==> config.mk <==
export PLATFORM = sky130hd
export DESIGN_NAME = button_press_classifier
export DESIGN_NICKNAME = d
export VERILOG_FILES = /design/src/rtl/btn_pkg.sv /design/src/rtl/button_press_classifier.sv
export SDC_FILE = /design/constraint.sdc
export NUM_CORES = 1
export LEC_CHECK = 0
export BUFFER_PORTS_ARGS = -buffer_cell sky130_fd_sc_hd__clkbuf_2
export CAP_MARGIN = 20
export CORE_UTILIZATION = 35
export CTS_CLUSTER_DIAMETER = 80
export CTS_CLUSTER_SIZE = 20
export DETAILED_ROUTE_END_ITERATION = 8
export PLACE_DENSITY = 0.59
export SLEW_MARGIN = 20
export SYNTH_ARGS = -nofsm -noshare
export SYNTH_HDL_FRONTEND = slang
export SYNTH_SLANG_ARGS = --single-unit
export TNS_END_PERCENT = 1
==> constraint.sdc <==
create_clock -name clk -period 2.2 [get_ports clk]
set_input_delay 0.33 -clock clk [delete_from_list [all_inputs] [get_ports clk]]
set_output_delay 0.33 -clock clk [all_outputs]
set_load 0.02 [all_outputs]
==> src/rtl/btn_pkg.sv <==
// Shared types and default tick constants for the push-button gesture classifier.
// The defaults assume the 32 kHz watch clock.
package btn_pkg;

   typedef enum logic [2:0] {
      ST_IDLE,
      ST_PRESSED,
      ST_WAIT2,
      ST_PRESSED2,
      ST_HELD
   } state_t;

   localparam int DEF_CNT_W        = 16;
   localparam int DEF_LONG_TICKS   = 32768;  // 1.0 s
   localparam int DEF_DOUBLE_GAP   = 9830;   // ~300 ms
   localparam int DEF_REPEAT_TICKS = 6554;   // ~200 ms
   localparam bit DEF_REPEAT_EN    = 1'b1;

endpackage

==> src/rtl/button_press_classifier.sv <==
// Classifies debounced press/release pulses into short, double and long presses,
// with auto-repeat while the button stays held after a long press.
module button_press_classifier
   import btn_pkg::*;
#(
   parameter int CNT_W        = DEF_CNT_W,
   parameter int LONG_TICKS   = DEF_LONG_TICKS,
   parameter int DOUBLE_GAP   = DEF_DOUBLE_GAP,
   parameter int REPEAT_TICKS = DEF_REPEAT_TICKS,
   parameter bit REPEAT_EN    = DEF_REPEAT_EN
) (
   input  logic clk,
   input  logic rst_n,
   input  logic btn_down,
   input  logic btn_up,
   output logic short_press,
   output logic double_press,
   output logic long_press,
   output logic repeat_press,
   output logic busy
);

   if (LONG_TICKS < 2 || LONG_TICKS >= (1 << CNT_W)) begin : g_bad_long
      $error("LONG_TICKS must be >= 2 and fit in CNT_W bits");
   end
   if (DOUBLE_GAP < 2 || DOUBLE_GAP >= (1 << CNT_W)) begin : g_bad_gap
      $error("DOUBLE_GAP must be >= 2 and fit in CNT_W bits");
   end
   if (REPEAT_TICKS < 2 || REPEAT_TICKS >= (1 << CNT_W)) begin : g_bad_rep
      $error("REPEAT_TICKS must be >= 2 and fit in CNT_W bits");
   end

   localparam logic [CNT_W-1:0] LONG_TC = CNT_W'(LONG_TICKS - 1);
   localparam logic [CNT_W-1:0] GAP_TC  = CNT_W'(DOUBLE_GAP - 1);
   localparam logic [CNT_W-1:0] REP_TC  = CNT_W'(REPEAT_TICKS - 1);

   state_t           state_q, state_d;
   logic [CNT_W-1:0] cnt_q, cnt_d;
   logic             short_q, short_d;
   logic             double_q, double_d;
   logic             long_q, long_d;
   logic             repeat_q, repeat_d;
   logic             busy_q, busy_d;
   logic             down_ev, up_ev, restart;

   // Simultaneous down and up cancel each other out.
   assign down_ev = btn_down & ~btn_up;
   assign up_ev   = btn_up & ~btn_down;

   always_comb begin
      state_d  = state_q;
      short_d  = 1'b0;
      double_d = 1'b0;
      long_d   = 1'b0;
      repeat_d = 1'b0;
      restart  = 1'b0;
      unique case (state_q)
         ST_IDLE: begin
            if (down_ev) state_d = ST_PRESSED;
         end
         ST_PRESSED: begin
            if (up_ev) begin
               state_d = ST_WAIT2;
            end else if (cnt_q == LONG_TC) begin
               long_d  = 1'b1;
               state_d = ST_HELD;
            end
         end
         ST_WAIT2: begin
            if (down_ev) begin
               state_d = ST_PRESSED2;
            end else if (cnt_q == GAP_TC) begin
               short_d = 1'b1;
               state_d = ST_IDLE;
            end
         end
         ST_PRESSED2: begin
            // The first tap was short; holding the second one also makes it long.
            if (up_ev) begin
               double_d = 1'b1;
               state_d  = ST_IDLE;
            end else if (cnt_q == LONG_TC) begin
               short_d = 1'b1;
               long_d  = 1'b1;
               state_d = ST_HELD;
            end
         end
         ST_HELD: begin
            if (up_ev) begin
               state_d = ST_IDLE;
            end else if (REPEAT_EN && cnt_q == REP_TC) begin
               repeat_d = 1'b1;
               restart  = 1'b1;
            end
         end
         default: state_d = ST_IDLE;
      endcase

      // Counter restarts on any state change and saturates instead of wrapping.
      if (state_d != state_q || restart) begin
         cnt_d = '0;
      end else if (cnt_q != '1) begin
         cnt_d = cnt_q + 1'b1;
      end else begin
         cnt_d = cnt_q;
      end
      busy_d = (state_d != ST_IDLE);
   end

   always_ff @(posedge clk) begin
      if (!rst_n) begin
         state_q  <= ST_IDLE;
         cnt_q    <= '0;
         short_q  <= 1'b0;
         double_q <= 1'b0;
         long_q   <= 1'b0;
         repeat_q <= 1'b0;
         busy_q   <= 1'b0;
      end else begin
         state_q  <= state_d;
         cnt_q    <= cnt_d;
         short_q  <= short_d;
         double_q <= double_d;
         long_q   <= long_d;
         repeat_q <= repeat_d;
         busy_q   <= busy_d;
      end
   end

   assign short_press  = short_q;
   assign double_press = double_q;
   assign long_press   = long_q;
   assign repeat_press = repeat_q;
   assign busy         = busy_q;

endmodule
**Word-level counts from Yosys, hierarchy flattened**

Cells that the tools add are included.

- Flip-flop bits (word level): 24
- Bits in latches: 0
- Bits in writable memories: 0
- Bits in read-only memories: 0
- Output and inout port bits: 5
- Logic and storage cells: 46
- Memories: 0

- Add/sub/neg operators: 1
- Multiply operators: 0
- Divide/modulo/power cells: 0
- Magnitude comparators: 0
- Eq/ne operators: 9
- Shift-type cells: 0
- Muxes and demuxes: 17
- Bitwise gates (word level): 5
- Reductions and logical operators: 7

Operators with widths:

| cell | count |
|---|---|
| two-way mux 3 bit | 7 |
| adder 16 x 1 -> 16 bit, second input constant | 1 |
| equality test 16 x 13 -> 1 bit, second input constant | 1 |
| equality test 16 x 14 -> 1 bit, second input constant | 1 |
| equality test 16 x 15 -> 1 bit, second input constant | 1 |
| != test 16 bit, second input constant | 1 |
| case mux 3 bit (5 select lines) | 1 |
| two-way mux 1 bit | 8 |
| equality test 3 x 2 -> 1 bit, second input constant | 2 |
| AND reduction 2 bit | 2 |
| OR reduction 2 bit | 2 |
| equality test 3 x 1 -> 1 bit, second input constant | 1 |
| equality test 3 bit, second input constant | 1 |
| logical NOT 3 bit | 1 |
| != test 3 bit | 1 |
| inverter 1 bit | 3 |
| nonzero test 3 bit | 1 |
| bitwise AND 1 bit | 2 |
| case mux 1 bit (2 select lines) | 1 |
| logical OR 1 bit | 1 |

**Depth between registers and ports, before layout**

- Word-level depth: 7
- Gate-level depth with buffers: 8
- Depth with buffers taken out: 7

**Least setup slack after synthesis**

No wires, ideal clock.

- Kind: register to register
- Start: reg cnt_q[0]
- End: reg busy_q (netlist: busy)
- Setup time: 0.127 ns
- Arrival: 1.795 ns
- Slack: 0.278 ns
- Stages on the path, launching flop included: 8
- Buffers on the path: 1
- Period minus slack after synthesis: 1.922 ns
- Cells stage by stage: dfxtp_1 -> ha_1 -> clkbuf_1 -> nand4b_1 -> nor4_4 -> nor2_2 -> o31a_1 -> or3_1

- Word-level cells in the longest chain between the ends: 5
- Elaborated cells on any way between the ends: 9
- Classes of those cells: 2 x eq/ne; 6 x mux; 1 x reduce/logical

Ends and longest elaborated chain:

| item | RTL line | text |
|---|---|---|
| from (decl) | button_press_classifier.sv:38 | `logic [CNT_W-1:0] cnt_q, cnt_d;` |
| from (signal assigned) | button_press_classifier.sv:121 | `cnt_q <= cnt_d;` |
| equality test 16 x 15 -> 1 bit / equality test 16 x 14 -> 1 bit (equally long branches) | button_press_classifier.sv:64, button_press_classifier.sv:82, button_press_classifier.sv:72 |  |
| two-way mux 3 bit, on equally long branches | button_press_classifier.sv:64, button_press_classifier.sv:82, button_press_classifier.sv:72 |  |
| two-way mux 3 bit, on equally long branches | button_press_classifier.sv:79, button_press_classifier.sv:62, button_press_classifier.sv:70 |  |
| case mux 3 bit (5 select lines) (*) | button_press_classifier.sv:57 | `unique case (state_q)` |
| nonzero test 3 bit (*) | button_press_classifier.sv:107 | `busy_d = (state_d != ST_IDLE);` |
| to (signal assigned) | button_press_classifier.sv:126 | `busy_q <= busy_d;` |
| to (decl) | button_press_classifier.sv:43 | `logic busy_q, busy_d;` |

Mark *: on every way between the ends. The rest lies on a longest branch, timed or not.
A chain may end at the register's enable or synchronous reset.

**Final worst setup path**

- Start: reg cnt_q[0]
- End: reg cnt_q[3]

- Word-level cells in the longest chain between the ends: 7
- Elaborated cells on any way between the ends: 17
- Classes of those cells: 1 x add/sub; 5 x eq/ne; 9 x mux; 2 x reduce/logical

Ends and longest elaborated chain:

| item | RTL line | text |
|---|---|---|
| equality test 16 x 15 -> 1 bit / equality test 16 x 14 -> 1 bit (equally long branches) | button_press_classifier.sv:64, button_press_classifier.sv:82, button_press_classifier.sv:72 |  |
| two-way mux 3 bit, on equally long branches | button_press_classifier.sv:64, button_press_classifier.sv:82, button_press_classifier.sv:72 |  |
| two-way mux 3 bit, on equally long branches | button_press_classifier.sv:79, button_press_classifier.sv:62, button_press_classifier.sv:70 |  |
| case mux 3 bit (5 select lines) | button_press_classifier.sv:57 |  |
| != test 3 bit | button_press_classifier.sv:100 | `if (state_d != state_q \|\| restart) begin` |
| logical OR 1 bit | button_press_classifier.sv:100 |  |
| OR reduction 2 bit (no line) | -- |  |

Parallel ways exist; a longest one is shown, timed or not.

==> out/results.txt <==
Starting Density: 0.374
Element type at the critical path end: register
Max Cap Viol: 0
Final-report hold violation count: 0
Combinational share of power: 0.091
Via count: 1064
Final ANT Viol Nets: 0
Synth Cell Area: 0.00128 mm^2
Seq/Total Area, Yosys: 0.376
Footprint of the multi-input gates: 754 um^2
Power Total: 0.000710 W
Clock share of power: 0.275
FP Rows: 21
Crit path required time: 2.40 ns
Synth warn: 0
Yosys top cell area share: 0.376
Compound-cell area share of the yosys netlist: 0.139
Net Sw Frac: 0.246
Largest net degree at the start of global routing: 17
Crit path DAT: 2.23 ns
Diode count: 0
Clock sink total: 24
Post-synth top area cell: dfxtp_1
TritonCTS buffer count: 3
Clock root buffer: clkbuf_4
Hold buffers post-CTS: 0
Drt wl/cell: 13.1 um
Clock slew at reported path FFs: 0.13 ns
Flop pwr share: 0.634
H-tree Lvls: 1
Int Power: 0.000535 W
Hold WS: 0.266 ns
#FFs+latches synth: 24
Final-report max-slew violation count: 0
Routability cong.: 0.828
Worst-Margin Slew: 0.403 ns
Hold Crit Class: input port to register
Dominant register cell in the synthesized netlist: dfxtp_1
RSZ-0062 raised after global routing: false
CP max FO: 16
Die Area: 0.00390 mm^2
Mapped Cells: 143
Core area: 0.00342 mm^2
Setup TNS: 0 ns
Post-cts resize count: 0
Port bufs: 8
Clock Tree Buf Depth: 2
Post-Synth XOR/XNOR Area: 0.0548
# fillers: 364
P&R area growth vs syn: 9.59%
Proportion of synthesized area in mux cells: 0.0235
Worst Setup Path Type: register to register
Post-synth EDFFs: 0
Psw: 0.000175 W
Routed wire length: 2.60 mm
DP HPWL: 1.94 mm
Avg Synthesized Cell Area: 8.94 um^2
Residual DRC: 0
Register Area: 480 um^2
Nets: 160
FFs w/ async S/R, synth: 0
Status: finished clean
# setup viols final: 0
Startpoint Class: register
Final period utilization: 0.924
Number of library cell types mapped by synthesis: 48
Fraction of layout cells with a size suffix above 1: 0.145
Synth top cells by count: 24 x dfxtp_1, 15 x nor2_1, 12 x nand2_1
Synth area leaders: dfxtp_1 38%, nor2_1 4.4%, xor2_1 4.1%
VDD IR max: 0.000341 V
Clk_lat worst skew: 0.32 ns
Syn_nets: 149
Die W: 62.4 um
DRT Pass-1 Iters: 4
Via density: 5.37
Vias in the first global route: 1015
Largest family of logic cells by synthesized area: simple AND/OR/NAND/NOR gates
Synth Area in Simple Gates: 0.353
DR iter-0 viols: 62
GRT overflow: 0
Minimum clock period: 2.03 ns
Initial antenna violation count: 0
P_leak: 0.515 nW
Pwr dens: 507 mW/mm^2
Count leader, synth: dfxtp_1
First-pass GRT wire length: 4.48 mm
Ports: 9
Post CTS Setup Buffer Count: 0
Final Skew: 0.00551 ns
Normalized max-slew margin: 0.729
TritonCTS clock tree: done
Max Freq: 492 MHz
Die H: 62.4 um
GRT Overall Usage: 0.143
Adder-Cell Fraction of Synth Area: 0.0196
## state kept, by name (all words and copies together) (netlist names)
register      cells
repeat_press      1
long_press        1
short_press       1
state_q           3
busy              1
double_press      1
cnt_q            16
## kinds of logic (layout without fill, tap and decap cells)
group | after synthesis | count (layout)
AO/OA/AOI/OAI | 23 | 23
buffers and inverters | 9 | 18
flip-flops | 24 | 24
AND/OR/NAND/NOR | 74 | 74
multiplexers | 3 | 3
XOR/XNOR | 8 | 8
adder cells (fa/ha/maj) | 2 | 2
## critical path, cell delays in order (launching register included)
cell,delay (ns)
dfxtp_1,0.44
ha_1,0.19
nor3b_1,0.26
nand3_1,0.12
or4_1,0.57
o311ai_4,0.11
buf_12,0.18
a31oi_1,0.05
## cell type report
type	instances	area share
repair buffers	10	0.0482
multi-input cells	110	0.538
flip-flops and latches	24	0.343
clock buffers	3	0.0161
inverters	5	0.0134
well taps	46	0.0411
## worst paths after layout
check / startpoint / to / slack [ns] / depth (start not counted)
max: cnt_q[0]$_SDFFE_PP0P_ / cnt_q[3]$_SDFFE_PP0P_ / 0.17 / 7
min: rst_n / state_q[0]$_SDFF_PN0_ / 0.27 / 2
max reg2reg: cnt_q[0]$_SDFFE_PP0P_ / cnt_q[3]$_SDFFE_PP0P_ / 0.17 / 7
min reg2reg: state_q[0]$_SDFF_PN0_ / double_press$_SDFF_PN0_ / 0.54 / 2
## power groups by stage
| stage | registers [W] | clock network, W | logic (W) |
|---|---|---|---|
| 6_report | 0.000450 | 0.000195 | 0.0000648 |
| 5_1_grt | 0.000452 | 0.000218 | 0.0000714 |
| 4_1_cts | 0.000450 | 0.000203 | 0.0000587 |
| 3_5_place_dp | 0.000460 | 0 | 0.0000584 |
| 3_3_place_gp | 0.000459 | 0 | 0.0000568 |
| 2_1_floorplan | 0.000460 | 0 | 0.0000454 |
## per-layer routing
metal,GRT usage,part of all wire
met5,0,0
met4,0.0407,0.0081
met3,0.0401,0.026
met2,0.232,0.46
met1,0.185,0.51
## cell usage in the layout (no fill, tap or decap), drive strengths merged, types with 2 or more instances in the layout
cell,n
nand2,12
buf,2
nand4b,2
a211oi,5
clkbuf,11
a31oi,2
nand3,7
and2,3
xor2,6
nor4b,2
nand4,5
ha,2
inv,5
and3,2
xnor2,2
a21oi,4
nor2b,2
or3,5
o21ai,4
nand2b,2
o2111ai,2
nor2,16
mux2i,3
nor3,5
dfxtp,24
nor4,2
## through the flow
step / worst slack (ns) / area, um^2 / utilization / cells
after floorplan: 0.278 / 1280 / - / 143
after global placement: 0.134 / 1360 / 0.398 / 194
after detailed placement: 0.0471 / 1360 / 0.398 / 194
final: 0.166 / 1400 / 0.410 / 198
after CTS: 0.0185 / 1380 / 0.404 / 197
after global routing: 0.0124 / 1400 / 0.410 / 198
No activity file was read; power rests on OpenSTA's default activity.
